`config.mk`:
```
export PLATFORM = sky130hd
export DESIGN_NAME = vga_board_adapter_flat
export DESIGN_NICKNAME = d
export VERILOG_FILES = /design/src/rtl/vga_board_adapter_if.sv /design/src/rtl/vga_board_adapter.sv /design/src/flat_wrapper.sv
export SDC_FILE = /design/constraint.sdc
export NUM_CORES = 1
export LEC_CHECK = 0
export BUFFER_PORTS_ARGS = -buffer_cell sky130_fd_sc_hd__clkbuf_2
export CAP_MARGIN = 20
export CORE_UTILIZATION = 45
export CTS_CLUSTER_SIZE = 20
export DETAILED_ROUTE_END_ITERATION = 8
export MAX_ROUTING_LAYER = met4
export PLACE_DENSITY = 0.76
export SLEW_MARGIN = 10
export SYNTH_ARGS = -nofsm -noshare
export SYNTH_HDL_FRONTEND = slang
export SYNTH_SLANG_ARGS = --single-unit
```
`constraint.sdc`:
```
create_clock -name clk -period 2.35 [get_ports clk]
set_clock_uncertainty 0.1 [all_clocks]
set_input_delay 0.3525 -clock clk [delete_from_list [all_inputs] [get_ports clk]]
set_output_delay 0.3525 -clock clk [all_outputs]
set_load 0.02 [all_outputs]
```
`src/rtl/vga_board_adapter_if.sv`:
```
// vga_board_adapter_if: core-side pixel bus and board-side VGA/status outputs of the adapter.
interface vga_board_adapter_if #(parameter int COLOR_BITS = 2);
  logic [7:0] uo_in;
  logic core_rst_n;
  logic vga_hsync;
  logic vga_vsync;
  logic [COLOR_BITS-1:0] vga_r;
  logic [COLOR_BITS-1:0] vga_g;
  logic [COLOR_BITS-1:0] vga_b;
  logic led_status;
  modport master (
    input uo_in,
    output core_rst_n, vga_hsync, vga_vsync, vga_r, vga_g, vga_b, led_status
  );
  modport slave (
    output uo_in,
    input core_rst_n, vga_hsync, vga_vsync, vga_r, vga_g, vga_b, led_status
  );
endinterface

```
`src/rtl/vga_board_adapter.sv`:
```
// vga_board_adapter: lock qualification, button debounce, core reset FSM, VGA unpack/blank and status LED.
module vga_board_adapter #(
  parameter int COLOR_BITS = 2,
  parameter int SYNC_ACTIVE_LOW = 1,
  parameter int LOCK_STABLE_CYCLES = 1024,
  parameter int DEBOUNCE_CYCLES = 65536,
  parameter int BLINK_DIV_LOG2 = 23,
  parameter int FRAME_DIV = 30
) (
  input logic clk,
  input logic rst,
  input logic pll_locked,
  input logic btn_n,
  vga_board_adapter_if.master bus
);
  localparam int LW = LOCK_STABLE_CYCLES > 1 ? $clog2(LOCK_STABLE_CYCLES) : 1;
  localparam int DW = DEBOUNCE_CYCLES > 1 ? $clog2(DEBOUNCE_CYCLES) : 1;
  localparam int FW = FRAME_DIV > 1 ? $clog2(FRAME_DIV) : 1;
  localparam logic [LW-1:0] LOCK_MAX = LW'(LOCK_STABLE_CYCLES - 1);
  localparam logic [DW-1:0] DB_MAX = DW'(DEBOUNCE_CYCLES - 1);
  localparam logic [FW-1:0] FRAME_MAX = FW'(FRAME_DIV - 1);
  localparam logic SYNC_OFF = SYNC_ACTIVE_LOW != 0;
  typedef enum logic [1:0] {WAIT_LOCK, STABILIZE, HOLD, RUN} state_t;
  state_t state;
  logic [1:0] lock_sync, btn_sync;
  logic lock_s, btn_s, btn_db, run, core_rst_n;
  logic [LW-1:0] lock_cnt;
  logic [DW-1:0] db_cnt;
  logic [FW-1:0] frame_cnt;
  logic [BLINK_DIV_LOG2-1:0] blink;
  logic hsync, vsync, hs_n, vs_n, vs_rise, led;
  logic [COLOR_BITS-1:0] r, g, b;
  function automatic logic [COLOR_BITS-1:0] expand(input logic [1:0] c);
    expand = '0;
    for (int i = 0; i < COLOR_BITS; i++) expand[COLOR_BITS-1-i] = i[0] ? c[0] : c[1];
  endfunction
  assign lock_s = lock_sync[1];
  assign btn_s = btn_sync[1];
  assign run = state == RUN;
  always_ff @(posedge clk or posedge rst)
    if (rst) begin
      lock_sync <= 2'b00;
      btn_sync <= 2'b11;
    end else begin
      lock_sync <= {lock_sync[0], pll_locked};
      btn_sync <= {btn_sync[0], btn_n};
    end
  always_ff @(posedge clk or posedge rst)
    if (rst) begin
      db_cnt <= '0;
      btn_db <= 1'b1;
    end else if (btn_s == btn_db) db_cnt <= '0;
    else if (db_cnt == DB_MAX) begin
      btn_db <= btn_s;
      db_cnt <= '0;
    end else db_cnt <= db_cnt + 1'b1;
  // Lock loss is tested first in every state so it always beats button events.
  always_ff @(posedge clk or posedge rst)
    if (rst) begin
      state <= WAIT_LOCK;
      lock_cnt <= '0;
      core_rst_n <= 1'b0;
    end else
      case (state)
        WAIT_LOCK: begin
          lock_cnt <= '0;
          if (lock_s) state <= STABILIZE;
        end
        STABILIZE:
          if (!lock_s) state <= WAIT_LOCK;
          else if (lock_cnt == LOCK_MAX) begin
            state <= btn_db ? RUN : HOLD;
            core_rst_n <= btn_db;
          end else lock_cnt <= lock_cnt + 1'b1;
        HOLD:
          if (!lock_s) state <= WAIT_LOCK;
          else if (btn_db) begin
            state <= RUN;
            core_rst_n <= 1'b1;
          end
        default: begin
          if (!lock_s) state <= WAIT_LOCK;
          else if (!btn_db) state <= HOLD;
          core_rst_n <= lock_s && btn_db;
        end
      endcase
  assign hs_n = run ? bus.uo_in[7] : SYNC_OFF;
  assign vs_n = run ? bus.uo_in[3] : SYNC_OFF;
  // Detect the vsync edge on the value being registered so the LED moves on the same edge as vga_vsync.
  assign vs_rise = run && vsync == SYNC_OFF && vs_n != SYNC_OFF;
  always_ff @(posedge clk or posedge rst)
    if (rst) begin
      hsync <= SYNC_OFF;
      vsync <= SYNC_OFF;
      r <= '0;
      g <= '0;
      b <= '0;
    end else begin
      hsync <= hs_n;
      vsync <= vs_n;
      r <= run ? expand({bus.uo_in[0], bus.uo_in[4]}) : '0;
      g <= run ? expand({bus.uo_in[1], bus.uo_in[5]}) : '0;
      b <= run ? expand({bus.uo_in[2], bus.uo_in[6]}) : '0;
    end
  always_ff @(posedge clk or posedge rst)
    if (rst) begin
      blink <= '0;
      frame_cnt <= '0;
      led <= 1'b0;
    end else begin
      blink <= blink + 1'b1;
      frame_cnt <= !run ? '0 : !vs_rise ? frame_cnt : frame_cnt == FRAME_MAX ? '0 : frame_cnt + 1'b1;
      led <= state == WAIT_LOCK ? 1'b0 : run ? led ^ (vs_rise && frame_cnt == FRAME_MAX) : led ^ (&blink);
    end
  assign bus.core_rst_n = core_rst_n;
  assign bus.vga_hsync = hsync;
  assign bus.vga_vsync = vsync;
  assign bus.vga_r = r;
  assign bus.vga_g = g;
  assign bus.vga_b = b;
  assign bus.led_status = led;
endmodule
```
`src/flat_wrapper.sv`:
```
// flat-port wrapper written by rule: the top's interface ports become plain ports
module vga_board_adapter_flat 
#(
  parameter int COLOR_BITS = 2,
  parameter int SYNC_ACTIVE_LOW = 1,
  parameter int LOCK_STABLE_CYCLES = 1024,
  parameter int DEBOUNCE_CYCLES = 65536,
  parameter int BLINK_DIV_LOG2 = 23,
  parameter int FRAME_DIV = 30
)
  (clk, rst, pll_locked, btn_n, bus_uo_in, bus_core_rst_n, bus_vga_hsync, bus_vga_vsync, bus_vga_r, bus_vga_g, bus_vga_b, bus_led_status);
  vga_board_adapter_if #(.COLOR_BITS(COLOR_BITS)) bus_i ();
  input logic clk;
  input logic rst;
  input logic pll_locked;
  input logic btn_n;
  input wire logic [$bits(bus_i.uo_in)-1:0] bus_uo_in;
  output wire logic [$bits(bus_i.core_rst_n)-1:0] bus_core_rst_n;
  output wire logic [$bits(bus_i.vga_hsync)-1:0] bus_vga_hsync;
  output wire logic [$bits(bus_i.vga_vsync)-1:0] bus_vga_vsync;
  output wire logic [$bits(bus_i.vga_r)-1:0] bus_vga_r;
  output wire logic [$bits(bus_i.vga_g)-1:0] bus_vga_g;
  output wire logic [$bits(bus_i.vga_b)-1:0] bus_vga_b;
  output wire logic [$bits(bus_i.led_status)-1:0] bus_led_status;
  assign bus_i.uo_in = bus_uo_in;
  assign bus_core_rst_n = bus_i.core_rst_n;
  assign bus_vga_hsync = bus_i.vga_hsync;
  assign bus_vga_vsync = bus_i.vga_vsync;
  assign bus_vga_r = bus_i.vga_r;
  assign bus_vga_g = bus_i.vga_g;
  assign bus_vga_b = bus_i.vga_b;
  assign bus_led_status = bus_i.led_status;
  vga_board_adapter #(.COLOR_BITS(COLOR_BITS), .SYNC_ACTIVE_LOW(SYNC_ACTIVE_LOW), .LOCK_STABLE_CYCLES(LOCK_STABLE_CYCLES), .DEBOUNCE_CYCLES(DEBOUNCE_CYCLES), .BLINK_DIV_LOG2(BLINK_DIV_LOG2), .FRAME_DIV(FRAME_DIV)) u_core (.clk(clk), .rst(rst), .pll_locked(pll_locked), .btn_n(btn_n), .bus(bus_i));
endmodule
```
# Word level (Yosys, flattened, before mapping)
# Cells that the tools add are included.
dict set report word_totals {
  out_inout_bits 10
  inputBits 12
  wordCells 81
  register_bits 71
}
dict set report classes {
  addsub 4
  n_mux 29
  eq_ne 17
  n_reduce_logical 11
  n_bitwise 5
}
# cell n
set op_table {}
lappend op_table {{16-bit 2-to-1 mux} 2}
lappend op_table {{23-bit by 1-bit adder with 23-bit output (second input constant)} 1}
lappend op_table {{23-bit AND reduction} 1}
lappend op_table {{10-bit 2-to-1 mux} 2}
lappend op_table {{2-bit 2-to-1 mux} 10}
lappend op_table {{10-bit one-hot mux with 2 select lines} 1}
lappend op_table {{16-bit by 1-bit adder with 16-bit output (second input constant)} 1}
lappend op_table {{16-bit equality test (second input constant)} 1}
lappend op_table {{5-bit 2-to-1 mux} 3}
lappend op_table {{10-bit by 1-bit adder with 10-bit output (second input constant)} 1}
lappend op_table {{10-bit equality test (second input constant)} 1}
lappend op_table {{2-bit by 1-bit != test with 1-bit output (second input constant)} 5}
lappend op_table {{1-bit 2-to-1 mux} 9}
lappend op_table {{3-bit != test (second input constant)} 2}
lappend op_table {{2-bit one-hot mux with 3 select lines} 1}
lappend op_table {{5-bit by 1-bit adder with 5-bit output (second input constant)} 1}
lappend op_table {{5-bit equality test (second input constant)} 1}
lappend op_table {{5-bit != test (second input constant)} 1}
lappend op_table {{5-bit AND reduction} 1}
lappend op_table {{2-bit equality test (second input constant)} 2}
lappend op_table {{1-bit logical AND} 4}
lappend op_table {{2-bit != test (second input constant)} 2}
lappend op_table {{4-bit AND reduction} 1}
lappend op_table {{1-bit inverter} 3}
lappend op_table {{other kinds (8)} 9}

# Longest topological paths before layout
# Gate-level depths: netlist (run 1).
dict set report logic_depth {
  word_depth 8
  depth_mapped 7
  mapped_depth_nobuf 6
}

# Least setup slack after synthesis (run 1)
# No wires, ideal clock.
dict set report synth_timing {
  path_kind {reg2reg}
  from {register u_core.lock_cnt[0]}
  to {register u_core.lock_cnt[5]}
  synth_period_minus_slack_ns 1.800
  slack_ns 0.550
  path_stages_with_launch 6
  setup_time_ns 0.132
  n_path_buf 0
  t_required_ns 2.118
  arrival_time_ns 1.568
  path_cell_list {dfrtp_1 ha_1 and4_1 a31oi_4 nor3b_1 or3b_1}
}
dict set report synth_between {
  elab_chain_len 4
  word_cells_on_any_way 7
  classes_between {1 x add/sub; 2 x eq/ne; 3 x mux; 1 x reduce/logical}
}
# element line_no
set synth_rtl {}
lappend synth_rtl {{start: declaration} vga_board_adapter.sv:27} ;# logic [LW-1:0] lock_cnt;
lappend synth_rtl {{start signal: assignment} vga_board_adapter.sv:74} ;# end else lock_cnt <= lock_cnt + 1'b1;
lappend synth_rtl {{10-bit by 1-bit adder with 10-bit output} vga_board_adapter.sv:74}
lappend synth_rtl {{10-bit 2-to-1 mux} vga_board_adapter.sv:71} ;# else if (lock_cnt == LOCK_MAX) begin
lappend synth_rtl {{10-bit 2-to-1 mux} vga_board_adapter.sv:70} ;# if (!lock_s) state <= WAIT_LOCK;
lappend synth_rtl {{10-bit one-hot mux with 2 select lines} vga_board_adapter.sv:64} ;# case (state)
# Parallel ways exist; a longest one is shown, timed or not. The select of a mux whose other input is x is not followed.
# A chain may end at the register's enable or synchronous reset.

# Final worst setup path (run 1)
dict set report layout_timing {
  from {register u_core.state[1]}
  to {register u_core.lock_cnt[5]}
}
dict set report layout_between {
  elab_chain_len 3
  word_cells_on_any_way 7
  classes_between {3 x eq/ne; 1 x mux; 3 x reduce/logical}
}
# element line_no
set layout_rtl {}
lappend layout_rtl {{start: declaration} vga_board_adapter.sv:24} ;# state_t state;
lappend layout_rtl {{start signal: assignment} vga_board_adapter.sv:72} ;# state <= btn_db ? RUN : HOLD;
lappend layout_rtl {{2-bit by 1-bit equality test with 1-bit output / 2-bit zero test (equally long branches)} vga_board_adapter.sv:64}
lappend layout_rtl {{2-bit by 1-bit != test with 1-bit output (no source line) (tied with other cells)} --}
lappend layout_rtl {{3-bit AND reduction (no source line)} --}
# Parallel ways exist; a longest one is shown, timed or not.

==> flow_summary.json, run 1 <==
{
  "fin_ws_ps": 414,
  "worst_pin_slew_ps": 591,
  "ys_ff_latch": 71,
  "grt_antenna_before_repair": 0,
  "hold_class": "input port to flip-flop",
  "h-tree-depth": 3,
  "avgViaCountPerCell": 5.18,
  "netlist_instances": 310,
  "drt_iter0_markers": 144,
  "ys_seq_area_share_pct": 53.6,
  "cts_buffer_depth": 2,
  "syn_area_per_cell_um2": 10.7,
  "worstSetupPathType": "flip-flop to flip-flop",
  "root_buffer": "clkbuf_8",
  "ant_nets": 0,
  "cts_sinks": 71,
  "grt_use_total_pct": 17.5,
  "fin_nets": 365,
  "cp-start-kind": "flip-flop",
  "globalplace.congestion": 0.794,
  "finalCritPeriodShare_pct": 82.4,
  "initial_core_util_pct": 47.7,
  "postCtsHoldBufs": 3,
  "numCtsBuffers": 9,
  "grt_pass1_vias": 2300,
  "overflow": 0,
  "drv_slew": 0,
  "rsz0062_at_grt": "false",
  "pre_cts_slack_ps": 426,
  "critical_path_required_ps": 2480,
  "io_pins": 22,
  "stdcell_count": 444,
  "max-slew-margin-rel_pct": 60.5,
  "dpl_cell_area_um2": 3570,
  "clk_pin_slew_ps": 80,
  "syn_nets": 332,
  "setup_viol": 0,
  "cts_resized": 0,
  "areaGrowthSynthToFinish_pct": 13.3,
  "synth_cell_type_count": 43,
  "period_minus_slack_ps": 1940,
  "synth_edf_count": 0,
  "io_buffer_count": 21,
  "cts_tree": "yes",
  "synth_flop_cell": "dfrtp_1",
  "clock.fmax_mhz": 517,
  "wl_um": 5750,
  "wl_per_cell_um": 13.0,
  "critPathMaxStageDelay_ps": 420,
  "rows": 30,
  "powerDensity_nw_per_um2": 726,
  "hold_viol_final": 0,
  "fp.dieW_um": 88.0,
  "leakagePower_nw": 1.73,
  "hpwlAfterDp_um": 4180,
  "design.die.area_um2": 7750,
  "crit_fanout": 10,
  "slowest_stage": "dfrtp_1",
  "drv_cap": 0,
  "grt_max_degree": 29,
  "grt_pass1_wl_um": 10100,
  "design_area_um2": 3770,
  "status": "complete, no violations",
  "num-fill-cells": 626,
  "clock_latency_ps": 350,
  "crit_arrival_ps": 2060,
  "num_antenna_cells": 0,
  "route.detailed.drc": 0,
  "ys_async_sr_fraction_pct": 100,
  "post-place-cells": 425,
  "core_um2": 6980,
  "syn_area_um2": 3330,
  "post-cts-setup-buffers": 0,
  "cp_cell_sequence": "inv_1 > ha_1 > nand2_1 > a31oi_4 > a21oi_1 > or3b_1",
  "end_kind": "flip-flop",
  "layout_common_cells": "66 x dfrtp_1, 27 x xnor2_1, 26 x nor2_1",
  "dr_total_vias": 2299,
  "setup_tns_ps": 0,
  "synth_warnings": 0,
  "die_y_um": 88.0,
  "ir_drop_mv": 0.389,
  "layout_commonest_cell": "dfrtp_1",
  "dr.pass1.iters": 4,
  "drive_gt1_share_pct": 15.8
}
## cell families after synthesis
| kind of cell | after synthesis | synth area share, % |
|---|---|---|
| compound gates | 33 | 6.50 |
| xor+xnor | 38 | 10.0 |
| fa+ha+maj | 10 | 3.76 |
| buf+inv | 20 | 2.44 |
| flops | 71 | 53.6 |
| mux | 9 | 2.82 |
| simple gates | 129 | 20.9 |
## power breakdown
group	leakage [nW]	internal, mW	switching, mW	total, mW
logic	0.701	0.204	0.325	0.529
clock network	0.0829	0.388	0.471	0.859
registers	0.947	1.29	0.0571	1.35
total	1.73	1.89	0.854	2.74
## state kept, by name (all words and copies together), names as in the netlist
name	count
u_core.lock_cnt	10
u_core.bus.vga_hsync	1
u_core.btn_sync	2
u_core.bus.vga_g	2
u_core.db_cnt	16
u_core.bus.vga_r	2
u_core.blink	23
u_core.state	2
u_core.bus.core_rst_n	1
u_core.lock_sync	2
u_core.bus.vga_vsync	1
u_core.btn_db	1
u_core.bus.vga_b	2
u_core.bus.led_status	1
u_core.frame_cnt	5
## final cells by class
class / count / area [µm²] / area share, %
Inverter: 14 / 52.6 / 1.39
Timing Repair Buffer: 28 / 178 / 4.71
Tap cell: 96 / 120 / 3.18
Clock buffer: 10 / 128 / 3.38
Sequential cell: 71 / 1780 / 47.3
Clock inverter: 6 / 46.3 / 1.23
Multi-Input combinational cell: 219 / 1470 / 38.8
## cell usage after synthesis, types with 7 or more instances
| master | number | area share [%] |
|---|---|---|
| and4_1 | 8 | 2.1 |
| nand4_1 | 11 | 2.1 |
| nand3_1 | 22 | 3.3 |
| a21oi_1 | 7 | 1.1 |
| xor2_1 | 11 | 2.9 |
| ha_1 | 10 | 3.8 |
| inv_1 | 14 | 1.6 |
| dfrtp_1 | 66 | 50 |
| nand2_1 | 24 | 2.7 |
| xnor2_1 | 27 | 7.1 |
| and3_1 | 8 | 1.5 |
| nor2_1 | 26 | 2.9 |
| o21ai_0 | 12 | 1.8 |
## metrics by stage
stage / total power, mW / hold slack (ps) / utilization, %
2_1_floorplan: 1.75 / 231 / -
3_3_place_gp: 1.87 / 232 / 51.1
3_5_place_dp: 1.90 / 235 / 51.1
4_1_cts: 2.78 / 77.4 / 54.0
5_1_grt: 2.90 / 89.9 / 54.0
6_report: 2.74 / 87.8 / 54.0
## worst max-delay path, delay by kind of cell (launching register included)
family,cells,cell delay (ps)
AND/OR/NAND/NOR,2,500
buffers and inverters,1,100
flip-flops,1,420
AO/OA/AOI/OAI,2,390
adder cells (fa/ha/maj),1,300
## path summary, 6_finish.rpt
kind	from	endpoint	slack, ps	cells after the start
max in group asynchronous	rst	u_core.blink[2]	960	4
min	bus_uo_in[7]	u_core.bus.vga_hsync	90	2
min in group asynchronous	rst	u_core.db_cnt[7]	510	3
max	u_core.state[1]	u_core.lock_cnt[5]	410	6
max reg2reg	u_core.state[1]	u_core.lock_cnt[5]	410	6
min reg2reg	u_core.lock_sync[0]	u_core.lock_sync[1]	250	0
## per-layer routing
layer | part of all wire, % | vias up | track usage (%)
met3 | 3.5 | 6 | 6.03
met4 | 1.1 | 0 | 5.13
met2 | 50 | 35 | 27.8
met1 | 46 | 1116 | 21.1
li1 | - | 1142 | -
met5 | 0 | - | -
(Power assumes the default switching activity.)
==> run 2: changes to the inputs <==
==> constraint.sdc (replaced) <==
create_clock -name clk -period 1.7 [get_ports clk]
set_clock_uncertainty 0.1 [all_clocks]
set_input_delay 0.255 -clock clk [delete_from_list [all_inputs] [get_ports clk]]
set_output_delay 0.255 -clock clk [all_outputs]
set_load 0.02 [all_outputs]
==> run 2 against run 1 <==
Net effect:
- sequential power grew 39%
- critical path type unchanged
- fmax rose by 13%
- combinational power up 110%
- final area up 10%
- die area did not move
- global-route usage is 1.3 points higher
- the flow now finishes with violations (negative setup slack)
- clock-buffer cell count did not move
- non-clock buffer count increased by 29
==> flow_summary.json, run 2 (same netlist as run 1, synthesis figures left out) <==
{
  "drive_gt1_share_pct": 26.7,
  "grt_pass1_wl_um": 10700,
  "overflow": 0,
  "critPathMaxStageDelay_ps": 410,
  "ir_drop_mv": 0.517,
  "dr.pass1.iters": 4,
  "dr_total_vias": 2494,
  "top_register": "u_core.blink",
  "route.detailed.drc": 0,
  "clock.fmax_mhz": 583,
  "leakagePower_nw": 1.94,
  "cts_sinks": 71,
  "hpwlAfterDp_um": 4090,
  "hold_class": "input port to flip-flop",
  "fin_ws_ps": -14.2,
  "hold_slack_ps": 13.8,
  "max-slew-margin-rel_pct": 73.9,
  "ant_nets": 0,
  "drt_iter0_markers": 136,
  "h-tree-depth": 3,
  "cp-start-kind": "flip-flop",
  "wl_per_cell_um": 13.7,
  "crit_arrival_ps": 1840,
  "slowest_stage": "dfrtp_1",
  "num_antenna_cells": 0,
  "largest_reg_flops": 23,
  "grt_pass1_vias": 2330,
  "rsz0062_at_grt": "true",
  "areaGrowthSynthToFinish_pct": 24.7,
  "violations": "negative setup slack",
  "status": "finished with violations",
  "globalplace.congestion": 0.825,
  "cts_buffer_depth": 2,
  "end_kind": "flip-flop",
  "cts_tree": "yes",
  "critical_path_required_ps": 1830,
  "reg_top3": "u_core.blink: 23 flops, u_core.db_cnt: 16 flops, u_core.lock_cnt: 10 flops",
  "hold_viol_final": 0,
  "fp.dieW_um": 88.0,
  "wl_um": 6510,
  "clk_pin_slew_ps": 80,
  "layout_common_cells": "65 x dfrtp_1, 28 x buf_4, 27 x xnor2_1",
  "drv_slew": 0,
  "grt_antenna_before_repair": 0,
  "period_minus_slack_ps": 1710,
  "power.total_mw": 4.46,
  "setup_viol": 2,
  "drv_cap": 0,
  "fin_nets": 395,
  "worst_pin_slew_ps": 389,
  "io_pins": 22,
  "crit_fanout": 6,
  "powerDensity_nw_per_um2": 1080,
  "die_y_um": 88.0,
  "clock_latency_ps": 340,
  "numCtsBuffers": 9,
  "finalCritPeriodShare_pct": 101,
  "post-place-cells": 445,
  "core_um2": 6980,
  "design.die.area_um2": 7750,
  "root_buffer": "clkbuf_8",
  "cp_cell_sequence": "ha_4 > and4_4 > a31oi_4 > a21oi_1 > or3b_1",
  "grt_use_total_pct": 18.8,
  "io_buffer_count": 21,
  "avgViaCountPerCell": 5.26,
  "initial_core_util_pct": 47.7,
  "pre_cts_slack_ps": -72.3,
  "stdcell_count": 474,
  "layout_commonest_cell": "dfrtp_1",
  "worstSetupPathType": "flip-flop to flip-flop",
  "grt_max_degree": 62,
  "rows": 30
}
## run 2: through the flow
step                cell area [µm²]  TNS [ps]  utilization [%]
floorplan                      3350     -26.4                -
global placement               3730         0             53.4
detailed placement             3730      -165             53.4
CTS                            4030      -110             57.8
global route                   4150      -320             59.5
finish                         4150     -16.5             59.5
## run 2: area by class of cell
class                   count  area, µm²
clock buffers              10        138
clock inverters             6       83.8
fillers                   575       2830
inverters                  14       56.3
multi-input cells         220       1560
flip-flops and latches     71       1780
well taps                  96        120
repair buffers             57        408
## run 2: final timing paths
| kind | startpoint | to | slack [ps] | cells past startpoint |
|---|---|---|---|---|
| setup / recovery | u_core.lock_cnt[1] | u_core.lock_cnt[5] | -10 | 5 |
| hold / removal | bus_uo_in[5] | u_core.bus.vga_g[0] | 10 | 2 |
| setup reg to reg | u_core.lock_cnt[1] | u_core.lock_cnt[5] | -10 | 5 |
| hold reg to reg | u_core.btn_sync[0] | u_core.btn_sync[1] | 250 | 0 |
| max in group asynchronous | rst | u_core.bus.vga_hsync | 580 | 4 |
| min in group asynchronous | rst | u_core.db_cnt[2] | 290 | 3 |
## run 2: timing repair
action                                  CTS  global route
hold buffers                              5             0
pin swaps                                 1             5
endpoints found under the setup margin    8            23
setup buffers                             2             5
gates resized for setup                   5            19
hold endpoints to repair                 14             0
cloned                                    0             1
## run 2: power by group
part           internal (mW)  switching, mW
Clock                  0.861          0.637
Combinational          0.502          0.593
Sequential              1.79         0.0802
Total                   3.15           1.31
## run 2: metal layers
layer / GRT usage (%) / share of wire [%] / vias to the layer above
li1: - / - / 1209
met1: 22.5 / 45 / 1242
met4: 7.62 / 1.9 / 0
met3: 4.81 / 2.6 / 11
met2: 30.4 / 51 / 32
met5: - / 0 / -
## run 2: critical path, delay by kind of cell (launching register included)
family | cells | cell delay [ps]
AOI/OAI and AO/OA | 2 | 340
DFF | 1 | 410
and+or+nand+nor | 2 | 570
adders and majority gates | 1 | 180
